`src/rtl/sum_collect_pkg.sv`:
```
// Shared definitions for the sum_collect burst accumulator.
package sum_collect_pkg;

    // Default geometry: samples per full burst and width of one sample.
    localparam int unsigned DEF_BURST_LEN = 8;
    localparam int unsigned DEF_IN_W      = 5;

    // Width of the sample-count output (covers 1..16 samples).
    localparam int unsigned CNT_W = 5;

    // Collector states: nothing held, partial burst held, result presented.
    typedef enum logic [1:0] {
        IDLE  = 2'd0,
        ACCUM = 2'd1,
        HOLD  = 2'd2
    } state_t;

    // Total width that holds BURST_LEN full-scale samples without overflow.
    function automatic int unsigned acc_width(input int unsigned in_w,
                                              input int unsigned burst_len);
        return in_w + $clog2(burst_len);
    endfunction

endpackage

```
`src/rtl/sum_collect_if.sv`:
```
// Sample-in / result-out handshake bundle for sum_collect.
interface sum_collect_if
    import sum_collect_pkg::*;
#(
    parameter int unsigned IN_W      = DEF_IN_W,
    parameter int unsigned BURST_LEN = DEF_BURST_LEN
) ();

    localparam int unsigned ACC_W = acc_width(IN_W, BURST_LEN);

    // Upstream sample stream
    logic [IN_W-1:0]  in_data;
    logic             in_valid;
    logic             in_last;
    logic             in_ready;

    // Downstream burst result
    logic [ACC_W-1:0] out_sum;
    logic [IN_W-1:0]  out_max;
    logic [CNT_W-1:0] out_count;
    logic             out_valid;
    logic             out_ready;

    // Producer of samples and consumer of results
    modport master (
        output in_data, in_valid, in_last, out_ready,
        input  in_ready, out_sum, out_max, out_count, out_valid
    );

    // The collector itself
    modport slave (
        input  in_data, in_valid, in_last, out_ready,
        output in_ready, out_sum, out_max, out_count, out_valid
    );

endinterface

```
`src/rtl/sum_collect.sv`:
```
// Collects a burst of sum samples and presents total, maximum and count.
module sum_collect
    import sum_collect_pkg::*;
#(
    parameter int unsigned BURST_LEN = DEF_BURST_LEN,
    parameter int unsigned IN_W      = DEF_IN_W
) (
    input  logic         clk,
    input  logic         rst,
    sum_collect_if.slave bus
);

    localparam int unsigned      ACC_W    = acc_width(IN_W, BURST_LEN);
    localparam logic [CNT_W-1:0] LAST_CNT = CNT_W'(BURST_LEN);

    state_t           state;
    logic [ACC_W-1:0] acc;
    logic [IN_W-1:0]  max_q;
    logic [CNT_W-1:0] cnt;

    logic [ACC_W-1:0] acc_nxt;
    logic [IN_W-1:0]  max_nxt;
    logic [CNT_W-1:0] cnt_nxt;
    logic             burst_done;

    // Running totals after accepting the current sample; IDLE starts a fresh burst.
    always_comb begin
        acc_nxt = ACC_W'(bus.in_data);
        max_nxt = bus.in_data;
        cnt_nxt = CNT_W'(1);
        if (state == ACCUM) begin
            acc_nxt = acc + ACC_W'(bus.in_data);
            max_nxt = (bus.in_data > max_q) ? bus.in_data : max_q;
            cnt_nxt = cnt + CNT_W'(1);
        end
        burst_done = bus.in_last || (cnt_nxt == LAST_CNT);
    end

    // Burst FSM with registered handshake and result outputs.
    always_ff @(posedge clk) begin
        if (rst) begin
            state         <= IDLE;
            acc           <= '0;
            max_q         <= '0;
            cnt           <= '0;
            bus.in_ready  <= 1'b1;
            bus.out_valid <= 1'b0;
            bus.out_sum   <= '0;
            bus.out_max   <= '0;
            bus.out_count <= '0;
        end else begin
            case (state)
                IDLE, ACCUM: begin
                    if (bus.in_valid) begin
                        acc   <= acc_nxt;
                        max_q <= max_nxt;
                        cnt   <= cnt_nxt;
                        if (burst_done) begin
                            state         <= HOLD;
                            bus.in_ready  <= 1'b0;
                            bus.out_valid <= 1'b1;
                            bus.out_sum   <= acc_nxt;
                            bus.out_max   <= max_nxt;
                            bus.out_count <= cnt_nxt;
                        end else begin
                            state <= ACCUM;
                        end
                    end
                end
                HOLD: begin
                    if (bus.out_ready) begin
                        state         <= IDLE;
                        bus.in_ready  <= 1'b1;
                        bus.out_valid <= 1'b0;
                    end
                end
                default: begin
                    state         <= IDLE;
                    bus.in_ready  <= 1'b1;
                    bus.out_valid <= 1'b0;
                end
            endcase
        end
    end

endmodule
```
`src/flat_wrapper.sv`:
```
// flat-port wrapper written by rule: the top's interface ports become plain ports
module sum_collect_flat import sum_collect_pkg::*;
#(
    parameter int unsigned BURST_LEN = DEF_BURST_LEN,
    parameter int unsigned IN_W      = DEF_IN_W
)
  (clk, rst, bus_in_data, bus_in_valid, bus_in_last, bus_out_ready, bus_in_ready, bus_out_sum, bus_out_max, bus_out_count, bus_out_valid);
  sum_collect_if #(.IN_W(IN_W), .BURST_LEN(BURST_LEN)) bus_i ();
  input  logic clk;
  input  logic rst;
  input wire logic [$bits(bus_i.in_data)-1:0] bus_in_data;
  input wire logic [$bits(bus_i.in_valid)-1:0] bus_in_valid;
  input wire logic [$bits(bus_i.in_last)-1:0] bus_in_last;
  input wire logic [$bits(bus_i.out_ready)-1:0] bus_out_ready;
  output wire logic [$bits(bus_i.in_ready)-1:0] bus_in_ready;
  output wire logic [$bits(bus_i.out_sum)-1:0] bus_out_sum;
  output wire logic [$bits(bus_i.out_max)-1:0] bus_out_max;
  output wire logic [$bits(bus_i.out_count)-1:0] bus_out_count;
  output wire logic [$bits(bus_i.out_valid)-1:0] bus_out_valid;
  assign bus_i.in_data = bus_in_data;
  assign bus_i.in_valid = bus_in_valid;
  assign bus_i.in_last = bus_in_last;
  assign bus_i.out_ready = bus_out_ready;
  assign bus_in_ready = bus_i.in_ready;
  assign bus_out_sum = bus_i.out_sum;
  assign bus_out_max = bus_i.out_max;
  assign bus_out_count = bus_i.out_count;
  assign bus_out_valid = bus_i.out_valid;
  sum_collect #(.BURST_LEN(BURST_LEN), .IN_W(IN_W)) u_core (.clk(clk), .rst(rst), .bus(bus_i));
endmodule
```
`config.mk`:
```
export PLATFORM = sky130hd
export DESIGN_NAME = sum_collect_flat
export DESIGN_NICKNAME = d
export VERILOG_FILES = /design/src/rtl/sum_collect_pkg.sv /design/src/rtl/sum_collect_if.sv /design/src/rtl/sum_collect.sv /design/src/flat_wrapper.sv
export SDC_FILE = /design/constraint.sdc
export NUM_CORES = 1
export LEC_CHECK = 0
export ABC_CLOCK_PERIOD_IN_PS = 6000
export BUFFER_PORTS_ARGS = -buffer_cell sky130_fd_sc_hd__buf_2
export CORE_ASPECT_RATIO = 0.7
export CORE_UTILIZATION = 60
export CTS_CLUSTER_DIAMETER = 60
export DETAILED_ROUTE_END_ITERATION = 10
export PLACE_DENSITY = 0.88
export SYNTH_ARGS = -nofsm -noshare
export SYNTH_HDL_FRONTEND = slang
export SYNTH_SLANG_ARGS = --single-unit
```
`constraint.sdc`:
```
create_clock -name clk -period 6 [get_ports clk]
set_input_delay 0.6 -clock clk [delete_from_list [all_inputs] [get_ports clk]]
set_output_delay 0.6 -clock clk [all_outputs]
set_load 0.01 [all_outputs]
```
==> out/qor.csv, run 1 <==
stage,metric,value,unit
routing,Initial DRC Count,144,
routing,# DRC,0,
finish,Sequential Area,801,um^2
clocking,cts repair resizes,0,
floorplanning,die width,70.3,um
clocking,Root Driver,clkbuf_8,
sta,aggregate negative setup slack,0,ns
sta,Fmax achieved,0.416,GHz
clocking,CTS tree,done,
synthesis,register area share after synthesis,0.409,
floorplanning,core footprint,0.00294,mm^2
clocking,clk slew on worst S/H paths,0.08,ns
sta,RSZ-0062 raised after global routing,false,
sta,fin crit period,2.41,ns
clocking,Post CTS Setup Buffer Count,0,
clocking,CTS Buffer Depth,2,
clocking,clock latency on the worst-skew pair,0.29,ns
global_routing,global route total overflow,0,
global_routing,largest net degree at the start of global routing,24,
sta,Hold Fails Final Rpt,0,
finish,Area Growth Syn to Fin,12.8,%
pwr,switching share of power,0.261,
synthesis,post-synthesis average cell area,9.02,um^2
clocking,Num CTS Buffers,5,
worst_setup_path,"Max stage delay cell, worst path",dfxtp_1,
sta,Final setup viols,0,
pwr,Comb power frac,0.149,
worst_setup_path,max incr delay on CP,0.44,ns
finish,share of cells above drive strength 1,0.177,
synthesis,"EDFF count, synth",0,
floorplanning,Die Y,49.8,um
place,Routability Congestion,0.842,
worst_setup_path,crit-path max FO,10,
pwr,Pint,0.449,mW
synthesis,Mapped Cells,217,
outcome,outcome,"finished, final reports clean",
sta,Slew @ Worst Pin,0.678,ns
pwr,Clk pwr share,0.377,
finish,Final nets,264,
finish,area of the multi-input gates,0.00105,mm^2
place,Detail Placement HPWL,3270,um
floorplanning,row count,16,
floorplanning,io pins,30,
synthesis,Synth Register Bits,40,
synthesis,Synth Flop Type,dfxtp_1,
finish,final cell count without fillers,279,
clocking,hold buffer count at CTS,0,
finish,Fillers,215,
worst_setup_path,CP Launch Type,flop,
pwr,Peak VDD IR,0.221,mV
worst_setup_path,crit path kind,flop to flop,
synthesis,"Distinct cells, synth",39,
pwr,pwr/cell area,275,mW/mm^2
synthesis,mapped cell area,0.00196,mm^2
clocking,Sink Count,40,
sta,clk_skew,0.00542,ns
pwr,sw power,0.159,mW
worst_setup_path,CP Capture Type,flop,
place,Place WS,3.47,ns
routing,vias after detailed routing,1682,
routing,Routed wire per std cell,16.4,um
worst_setup_path,Worst Path Arrival,2.59,ns
sta,Slew Limit Fails,0,
global_routing,vias in the first global route,1526,
finish,ANT cells,0,
sta,relative slew slack,0.547,
global_routing,Global Route Usage Sum,0.289,
routing,Pre-antenna DRT Iters,5,
place,dpl cells,271,
worst_setup_path,CP Cell Sequence,"ha_1, nand3_1, xor2_1, nor4b_2, a21oi_2, nand2b_1, a2bb2o_1",
flow_run,MaxCap Viol Count,0,
routing,WL final,4580,um
sta,Setup WS post-layout,3.59,ns
min_path,hold crit path type,flop to flop,
pwr,Leakage Power,0.938,nW
worst_setup_path,Required @ worst endpoint,6.19,ns
floorplanning,initial core utilization,0.665,
synthesis,Ys Warns,0,
global_routing,initial antenna violation count,0,
synthesis,Synth async-reset ratio,0,
synthesis,Post-Syn Nets,239,
global_routing,first-pass GRT wire length,7660,um
routing,via/cell ratio,6.03,
floorplanning,Die Area,0.00350,mm^2
clocking,CTS HTree Levels,2,
place,port bufs,29,
sta,final period utilization,0.401,
routing,post-route antenna net violation count,0,
pwr,Seq pwr share,0.474,
[sequential cells by signal, summed over array words and instances, names as in the netlist]
name                  count
u_core.bus.out_sum        8
u_core.cnt                5
u_core.bus.out_max        5
u_core.state              2
u_core.max_q              5
u_core.bus.in_ready       1
u_core.bus.out_count      5
u_core.acc                8
u_core.bus.out_valid      1
[metal layers]
| metal | part of all wire | global-route usage | routed length (um) |
|---|---|---|---|
| met1 | 0.50 | 0.416 | 2290 |
| met2 | 0.41 | 0.411 | 1860 |
| met3 | 0.081 | 0.0818 | 370 |
| met4 | 0.012 | 0.103 | 57 |
| met5 | 0 | 0 | 0 |
[critical path: cells and delay by family, from the launching register on]
kind | cells | cell delay [ns]
and+or+nand+nor | 3 | 0.68
DFF | 1 | 0.44
AOI/OAI and AO/OA | 2 | 0.70
xor gates and xnor gates | 1 | 0.20
adders and majority gates | 1 | 0.28
[placed cells by master (no fill, tap or decap), drive strengths merged]
cell type  instances
a211oi             4
a21boi             1
a21o               2
a21oi             18
a22o               5
a2bb2o             1
a31o               1
a31oi              2
a32o               2
and2               1
and3               1
buf               30
bufinv             1
clkbuf             6
clkinv             1
dfxtp             40
fa                 1
ha                11
inv               10
mux2i             10
nand2             20
nand2b             3
nand3              7
nand4b             3
nor2              19
nor2b              8
nor3               1
nor4b              1
o211ai             1
o21a               2
o21ai             10
o21ba              1
o21bai             1
o2bb2ai            7
o31ai              1
or3                3
xnor2              3
xor2               4
[synth_stat cells, types with 2 or more instances]
cell       instances  share of area
xnor2_1            3          0.013
a211oi_1           4          0.015
a32o_1             2          0.010
a21o_1             2         0.0077
o21ai_0           10          0.026
nand2b_1           3         0.0096
inv_1             10          0.019
or3_1              3         0.0096
mux2i_1           10          0.051
o2bb2ai_1          7          0.031
nand2_1           20          0.038
a22o_1             5          0.022
nand3_1            7          0.018
o21a_1             2         0.0077
buf_4              2         0.0077
nand4b_1           3          0.013
clkbuf_1           7          0.013
a31oi_1            2         0.0064
nor2_1            19          0.036
xor2_1             4          0.018
nor2b_1            8          0.026
buf_6              2          0.012
dfxtp_1           40           0.41
ha_1              11          0.070
a21oi_1           17          0.043
[per-stage QoR]
step                cell area (um^2)  hold WS (ns)  power [mW]  utilization
finish                          2210         0.447       0.608        0.750
global route                    2210         0.472       0.633        0.750
CTS                             2210         0.450       0.610        0.750
detailed placement              2090         0.430       0.381        0.709
global placement                2090         0.434       0.378        0.709
floorplan                       1960         0.448       0.356            -
[final cells by class]
cell class                 instances  share of cell area
sequential                        40               0.363
tap                               36              0.0204
multi-input combinational        155               0.476
clock buffer                       6              0.0374
inverter                          10              0.0170
timing repair buffer              30              0.0692
clock inverter                     2              0.0176
[power groups by stage]
stage | registers (mW) | logic [mW] | clock network [mW]
detailed placement | 0.294 | 0.0879 | 0
finish | 0.288 | 0.0907 | 0.229
floorplan | 0.294 | 0.0622 | 0
global route | 0.289 | 0.0993 | 0.244
global placement | 0.293 | 0.0848 | 0
CTS | 0.288 | 0.0891 | 0.233
[final timing paths]
check,startpoint,to,slack (ns),depth (start not counted)
worst max-delay path,u_core.cnt[0]$_SDFFE_PP0P_,u_core.bus.out_sum[5]$_SDFFE_PP0P_,3.59,7
worst min-delay path,u_core.bus.out_valid$_SDFFE_PP0P_,u_core.bus.out_valid$_SDFFE_PP0P_,0.45,2
worst max register to register,u_core.cnt[0]$_SDFFE_PP0P_,u_core.bus.out_sum[5]$_SDFFE_PP0P_,3.59,7
worst min register to register,u_core.bus.out_valid$_SDFFE_PP0P_,u_core.bus.out_valid$_SDFFE_PP0P_,0.45,2
[logic make-up (layout without fill, tap and decap cells)]
family	Yosys count	after routing	share of synthesized area
flops	40	40	0.409
mux	10	10	0.0512
fa+ha+maj	12	12	0.0806
compound gates	59	59	0.205
buf+inv	22	48	0.0543
simple gates	67	67	0.169
xor+xnor	7	7	0.0313
Note: power is estimated with default switching activity, not from simulation.
==> run 2: changes to the inputs <==
--- a/config.mk
+++ b/config.mk
@@ -5,13 +5,14 @@
 export SDC_FILE = /design/constraint.sdc
 export NUM_CORES = 1
 export LEC_CHECK = 0
-export ABC_CLOCK_PERIOD_IN_PS = 6000
+export ABC_AREA = 1
+export ABC_CLOCK_PERIOD_IN_PS = 2400
 export BUFFER_PORTS_ARGS = -buffer_cell sky130_fd_sc_hd__buf_2
 export CORE_ASPECT_RATIO = 0.7
-export CORE_UTILIZATION = 60
+export CORE_UTILIZATION = 57
 export CTS_CLUSTER_DIAMETER = 60
 export DETAILED_ROUTE_END_ITERATION = 10
-export PLACE_DENSITY = 0.88
+export PLACE_DENSITY = 0.83
 export SYNTH_ARGS = -nofsm -noshare
 export SYNTH_HDL_FRONTEND = slang
 export SYNTH_SLANG_ARGS = --single-unit
==> constraint.sdc (replaced) <==
create_clock -name clk -period 2.4 [get_ports clk]
set_input_delay 0.24 -clock clk [delete_from_list [all_inputs] [get_ports clk]]
set_output_delay 0.24 -clock clk [all_outputs]
set_load 0.01 [all_outputs]
==> run 2 against run 1 <==
  * Clock skew grew 0.00089 ns
  * Routed wire length rose by 5.3%
  * Hold slack worse by 0.26 ns
  * Sequential cell count stayed put
  * Global-route usage down 1.8 points
  * Utilization is 6.4 points lower
  * Non-clock buffer count grew 4
  * Largest power group unchanged
  * Highest routed layer unchanged
==> out/qor.csv, run 2 <==
stage,metric,value,unit,change
outcome,outcome,"finished, final reports clean",,
synthesis,Mapped Cells,319,,+47%
clocking,CTS HTree Levels,2,,unchanged
finish,Area Growth Syn to Fin,14.2,%,
sta,Slew Limit Fails,0,,unchanged
finish,share of cells above drive strength 1,0.140,,-0.0374
clocking,CTS Buffer Depth,2,,unchanged
finish,"most common cell after layout, fill and taps aside",nand2_1,,
synthesis,Synth Register Bits,40,,unchanged
finish,Final nets,372,,+41%
synthesis,"count leader, synth",nand2_1,,
pwr,Leakage Power,1.34,nW,+42%
synthesis,Synth top cells by count,"nand2_1 (91), nand3_1 (42), inv_1 (41)",,
synthesis,"top cells by area, synth","dfxtp_1 (37%), nand2_1 (16%), nand3_1 (9.8%)",,
place,Routability Congestion,0.835,,-0.82%
worst_setup_path,Worst Path Arrival,2.02,ns,-0.57 ns
floorplanning,io pins,30,,unchanged
floorplanning,die width,75.2,um,+7.1%
place,Detail Placement HPWL,3390,um,+3.5%
synthesis,"Distinct cells, synth",26,,-33%
worst_setup_path,crit-path max FO,19,,+9
global_routing,vias in the first global route,1823,,+19%
global_routing,first-pass GRT wire length,7820,um,+2.2%
place,dpl cells,393,,+45%
routing,via/cell ratio,5.25,,-13%
global_routing,largest net degree at the start of global routing,24,,unchanged
worst_setup_path,crit path kind,flop to flop,,
clocking,clock latency on the worst-skew pair,0.30,ns,about the same
sta,Slew @ Worst Pin,0.498,ns,-0.180 ns
global_routing,Global Route Usage Sum,0.271,,-0.0184
synthesis,Synth Flop Type,dfxtp_1,,
sta,clk_skew,0.00631,ns,+0.000887 ns
floorplanning,initial core utilization,0.601,,-0.0637
clocking,hold buffer count at CTS,0,,unchanged
routing,Routed wire per std cell,12.0,um,-27%
routing,Pre-antenna DRT Iters,4,,-1
worst_setup_path,worst reg2reg setup slack,0.63,ns,-2.96 ns
sta,final period utilization,0.737,,+0.336
clocking,Sink Count,40,,unchanged
worst_setup_path,CP Launch Type,flop,,
finish,most frequent cells in the layout,"nand2_1 (91), nand3_1 (42), inv_1 (41), dfxtp_1 (40), nor2_1 (37)",,
global_routing,initial antenna violation count,0,,unchanged
routing,# DRC,0,,unchanged
sta,relative slew slack,0.668,,+0.121
routing,Initial DRC Count,142,,-1.4%
clocking,CTS tree,done,,
synthesis,register area share after synthesis,0.374,,-0.0349
floorplanning,Die Area,0.00401,mm^2,+15%
sta,Fmax achieved,0.565,GHz,+36%
clocking,Post CTS Setup Buffer Count,0,,unchanged
finish,leading registers by flop count,"u_core.acc: 8 flops, u_core.bus.out_sum: 8 flops",,
routing,post-route antenna net violation count,0,,unchanged
synthesis,Yosys top cell by area,dfxtp_1,,
synthesis,Synth async-reset ratio,0,,unchanged
sta,Final setup viols,0,,unchanged
worst_setup_path,CP Capture Type,flop,,
synthesis,top cell type's share of synthesized area,0.374,,-0.0349
floorplanning,Die Y,53.3,um,+7.0%
clocking,Num CTS Buffers,5,,unchanged
synthesis,post-synthesis average cell area,6.71,um^2,-26%
place,port bufs,29,,unchanged
synthesis,"EDFF count, synth",0,,unchanged
synthesis,Post-Syn Nets,341,,+43%
routing,vias after detailed routing,2104,,+25%
worst_setup_path,Required @ worst endpoint,2.65,ns,-3.54 ns
finish,final cell count without fillers,401,,+44%
min_path,hold crit path type,primary input to flop,,
clocking,cts repair resizes,0,,unchanged
pwr,Peak VDD IR,0.390,mV,+77%
floorplanning,core footprint,0.00356,mm^2,+21%
sta,fin crit period,1.77,ns,-0.637 ns
synthesis,Ys Warns,0,,unchanged
sta,RSZ-0062 raised after global routing,false,,
pwr,pwr/cell area,638,mW/mm^2,+130%
routing,WL final,4820,um,+5.3%
flow_run,MaxCap Viol Count,0,,unchanged
sta,aggregate negative setup slack,0,ns,unchanged
global_routing,global route total overflow,0,,unchanged
floorplanning,row count,18,,+2
sta,Hold Fails Final Rpt,0,,unchanged
clocking,Root Driver,clkbuf_8,,
synthesis,mapped cell area,0.00214,mm^2,+9.3%
finish,ANT cells,0,,unchanged
clocking,clk slew on worst S/H paths,0.08,ns,about the same
run 2: cell types whose count changed in the layout (fill, tap and decap cells not counted), moves of 4 or more:
cell | before | now
a211oi_1 | 4 | 0
a22o_1 | 5 | 0
buf_4 | 1 | 5
inv_1 | 10 | 41
mux2i_1 | 10 | 0
nand2_1 | 20 | 91
nand3_1 | 7 | 42
nor2_1 | 19 | 37
nor2b_1 | 8 | 0
o2bb2ai_1 | 7 | 0
run 2: kinds of logic after synthesis:
family | after synthesis | synth area share
compound gates | 31 | 0.0772
fa+ha+maj | 12 | 0.0737
buf+inv | 52 | 0.0971
flops | 40 | 0.374
xor+xnor | 3 | 0.0123
simple gates | 181 | 0.365
run 2: metrics by stage:
stage,setup WS [ns],hold slack (ns),util,cell area [um^2],power (mW)
global placement,0.707,0.451,0.656,2330,1.01
CTS,0.647,0.179,0.686,2440,1.56
global route,0.463,0.187,0.686,2440,1.64
floorplan,0.814,0.335,-,2140,0.938
finish,0.631,0.187,0.686,2440,1.56
detailed placement,0.650,0.456,0.656,2330,1.02
run 2: layout make-up:
| class | instances | area [um^2] |
|---|---|---|
| tap | 50 | 62.6 |
| clock buffer | 6 | 72.6 |
| clock inverter | 2 | 35.0 |
| multi-input combinational | 227 | 1130 |
| timing repair buffer | 34 | 183 |
| sequential | 40 | 801 |
| inverter | 42 | 158 |
| fill | 345 | 1120 |
run 2: path summary, 6_finish.rpt:
check / startpoint / end / cells after the start
min reg2reg: u_core.bus.out_count[0]$_SDFFE_PP0P_ / u_core.bus.out_count[0]$_SDFFE_PP0P_ / 2
min: bus_in_valid / u_core.cnt[0]$_SDFFE_PP0P_ / 2
max: u_core.cnt[0]$_SDFFE_PP0P_ / u_core.bus.out_sum[7]$_SDFFE_PP0P_ / 10
max reg2reg: u_core.cnt[0]$_SDFFE_PP0P_ / u_core.bus.out_sum[7]$_SDFFE_PP0P_ / 10
run 2: critical path, cell delays in order (launching register included):
cell     delay, ns
dfxtp_1       0.40
ha_1          0.25
inv_1         0.08
nand3_1       0.08
nor2_1        0.10
nand3_1       0.12
nand2_2       0.11
nand2_4       0.16
nor2_8        0.25
nand2_1       0.10
nand2_1       0.07
run 2: report_power, final:
group | internal (mW) | leakage [nW] | switching [mW]
registers | 0.703 | 0.328 | 0.0249
clock network | 0.309 | 0.0552 | 0.243
logic | 0.0977 | 0.952 | 0.180
run 2: metal layers:
layer	part of all wire	global-route usage	wire (um)	up-vias
li1	-	-	-	1069
met1	0.46	0.351	2190	964
met2	0.45	0.420	2190	58
met3	0.070	0.0724	335	13
met4	0.021	0.127	103	0
met5	0	0	0	-
==> run 3: changes to the inputs <==
--- a/config.mk
+++ b/config.mk
@@ -6,13 +6,13 @@
 export NUM_CORES = 1
 export LEC_CHECK = 0
 export ABC_AREA = 1
-export ABC_CLOCK_PERIOD_IN_PS = 2400
+export ABC_CLOCK_PERIOD_IN_PS = 1500
 export BUFFER_PORTS_ARGS = -buffer_cell sky130_fd_sc_hd__buf_2
 export CORE_ASPECT_RATIO = 0.7
-export CORE_UTILIZATION = 57
+export CORE_UTILIZATION = 51
 export CTS_CLUSTER_DIAMETER = 60
 export DETAILED_ROUTE_END_ITERATION = 10
-export PLACE_DENSITY = 0.83
+export PLACE_DENSITY = 0.79
 export SYNTH_ARGS = -nofsm -noshare
 export SYNTH_HDL_FRONTEND = slang
 export SYNTH_SLANG_ARGS = --single-unit
==> constraint.sdc (replaced) <==
create_clock -name clk -period 1.5 [get_ports clk]
set_input_delay 0.15 -clock clk [delete_from_list [all_inputs] [get_ports clk]]
set_output_delay 0.15 -clock clk [all_outputs]
set_load 0.01 [all_outputs]
==> run 3 against run 2 <==
  * The flow now finishes with violations (negative setup slack)
  * Critical endpoint unchanged
  * Via count grew 14%
  * Worst setup slack lost 0.80 ns
  * Maximum frequency grew 6.2%
  * Register-to-register slack lost 0.80 ns
  * Critical path type unchanged
==> out/qor.csv, run 3 (synthesized netlist as in run 2, its figures left out) <==
stage,metric,value,unit,change
floorplanning,core footprint,0.00397,mm^2,+12%
clocking,clk slew on worst S/H paths,0.08,ns,about the same
place,DP Area,0.00253,mm^2,+8.4%
floorplanning,die width,79.4,um,+5.6%
sta,Setup WS post-layout,-0.165,ns,-0.796 ns
sta,relative slew slack,0.804,,+0.136
sta,RSZ-0062 raised after global routing,true,,
sta,clk_skew,0.00650,ns,+0.000192 ns
routing,Initial DRC Count,209,,+47%
min_path,hold crit path type,primary input to flop,,
clocking,CTS HTree Levels,2,,unchanged
worst_setup_path,Worst Path Arrival,1.91,ns,-0.11 ns
clocking,clock latency on the worst-skew pair,0.30,ns,about the same
sta,final period utilization,1.11,,+0.373
finish,most frequent cells in the layout,"nand2_1 (72), inv_1 (33), nand3_1 (33), buf_4 (31), dfxtp_1 (31)",,
routing,# DRC,0,,unchanged
flow_run,MaxCap Viol Count,0,,unchanged
routing,Routed wire per std cell,15.1,um,+25%
global_routing,Global Route Usage Sum,0.272,,+0.00125
worst_setup_path,CP Launch Type,flop,,
finish,Final nets,407,,+9.4%
worst_setup_path,CP Capture Type,flop,,
sta,Final setup viols,31,,+31
global_routing,vias in the first global route,2095,,+15%
place,port bufs,29,,unchanged
floorplanning,Die Y,56.2,um,+5.5%
finish,Area Growth Syn to Fin,42.6,%,
global_routing,largest net degree at the start of global routing,21,,-13%
floorplanning,initial core utilization,0.539,,-0.0623
routing,vias after detailed routing,2390,,+14%
global_routing,initial antenna violation count,0,,unchanged
pwr,pwr/cell area,866,mW/mm^2,+36%
pwr,Leakage Power,1.54,nW,+15%
clocking,Sink Count,40,,unchanged
sta,fin crit period,1.66,ns,-0.104 ns
sta,Slew @ Worst Pin,0.294,ns,-0.203 ns
pwr,Peak VDD IR,0.685,mV,+76%
finish,ANT cells,0,,unchanged
pwr,Tot Pwr,2.64,mW,+70%
worst_setup_path,Required @ worst endpoint,1.75,ns,-0.90 ns
worst_setup_path,crit-path max FO,7,,-12
floorplanning,io pins,30,,unchanged
place,Routability Congestion,0.891,,+6.7%
outcome,failing checks,negative setup slack,,
finish,"most common cell after layout, fill and taps aside",nand2_1,,
finish,Final Core Density,0.769,,+0.0823
sta,Slew Limit Fails,0,,unchanged
routing,post-route antenna net violation count,0,,unchanged
routing,WL final,6590,um,+37%
sta,Fmax achieved,0.601,GHz,+6.2%
finish,leading registers by flop count,"u_core.acc: 8 flops, u_core.bus.out_sum: 8 flops",,
clocking,hold buffer count at CTS,0,,unchanged
finish,share of cells above drive strength 1,0.391,,+0.252
floorplanning,Die Area,0.00446,mm^2,+11%
routing,via/cell ratio,5.46,,+4.0%
routing,Pre-antenna DRT Iters,5,,+1
sta,Hold Fails Final Rpt,0,,unchanged
finish,design area,0.00305,mm^2,+25%
clocking,Num CTS Buffers,5,,unchanged
worst_setup_path,worst reg2reg setup slack,-0.16,ns,-0.80 ns
global_routing,first-pass GRT wire length,9280,um,+19%
worst_setup_path,crit path kind,flop to flop,,
outcome,outcome,"complete, but fails checks",,
floorplanning,row count,19,,+1
clocking,CTS tree,done,,
clocking,Root Driver,clkbuf_8,,
clocking,CTS Buffer Depth,2,,unchanged
place,Detail Placement HPWL,3840,um,+13%
global_routing,global route total overflow,0,,unchanged
run 3: critical path, cell delays in order (launching register included):
cell and delay (ns):
dfxtp_2 0.38, ha_4 0.21, inv_2 0.06, nand3_2 0.08, nor2_2 0.14, nand3_2 0.11
nand2_4 0.11, nand2_8 0.11, nor2_4 0.25, nand2_1 0.10, nand2_1 0.07
run 3: area by class of cell:
class | instances | area [um^2]
clock inverter | 2 | 10.0
clock buffer | 6 | 82.6
sequential | 40 | 812
multi-input combinational | 228 | 1420
fill | 264 | 918
inverter | 42 | 161
tap | 52 | 65.1
timing repair buffer | 68 | 498
run 3: final timing paths:
kind | from | end | cells after the start
max | u_core.cnt[1]$_SDFFE_PP0P_ | u_core.bus.out_sum[7]$_SDFFE_PP0P_ | 10
min | bus_in_valid | u_core.cnt[0]$_SDFFE_PP0P_ | 2
max reg2reg | u_core.cnt[1]$_SDFFE_PP0P_ | u_core.bus.out_sum[7]$_SDFFE_PP0P_ | 10
min reg2reg | u_core.bus.out_count[3]$_SDFFE_PP0P_ | u_core.bus.out_count[3]$_SDFFE_PP0P_ | 2
run 3: power breakdown:
group          internal [mW]  switching, mW  total [mW]
clock network          0.368          0.399       0.767
registers               1.13         0.0463        1.18
logic                  0.293          0.407       0.700
total                   1.79          0.853        2.64
run 3: timing repair:
| action | CTS | global route |
|---|---|---|
| setup endpoints to repair | 28 | 36 |
| setup buffers | 3 | 9 |
| gates resized for setup | 28 | 53 |
| cloned | 0 | 2 |
| pin swaps | 17 | 25 |
run 3: layer usage:
metal	track usage	wire [um]	part of all wire	vias up
met1	0.356	2740	0.42	1108
met3	0.0623	451	0.068	28
met2	0.438	3180	0.48	114
met4	0.0961	221	0.034	0
li1	-	-	-	1140
met5	0	0	0	-
run 3: through the flow:
stage / cells / worst slack (ns) / hold WS, ns / TNS [ns]
finish: 438 / -0.165 / 0.106 / -3.09
global placement: 416 / -0.131 / 0.398 / -2.14
detailed placement: 416 / -0.201 / 0.391 / -3.19
global route: 438 / -0.227 / 0.101 / -5.46
CTS: 427 / -0.117 / 0.0846 / -2.08
floorplan: 319 / -0.0102 / 0.238 / -0.0588
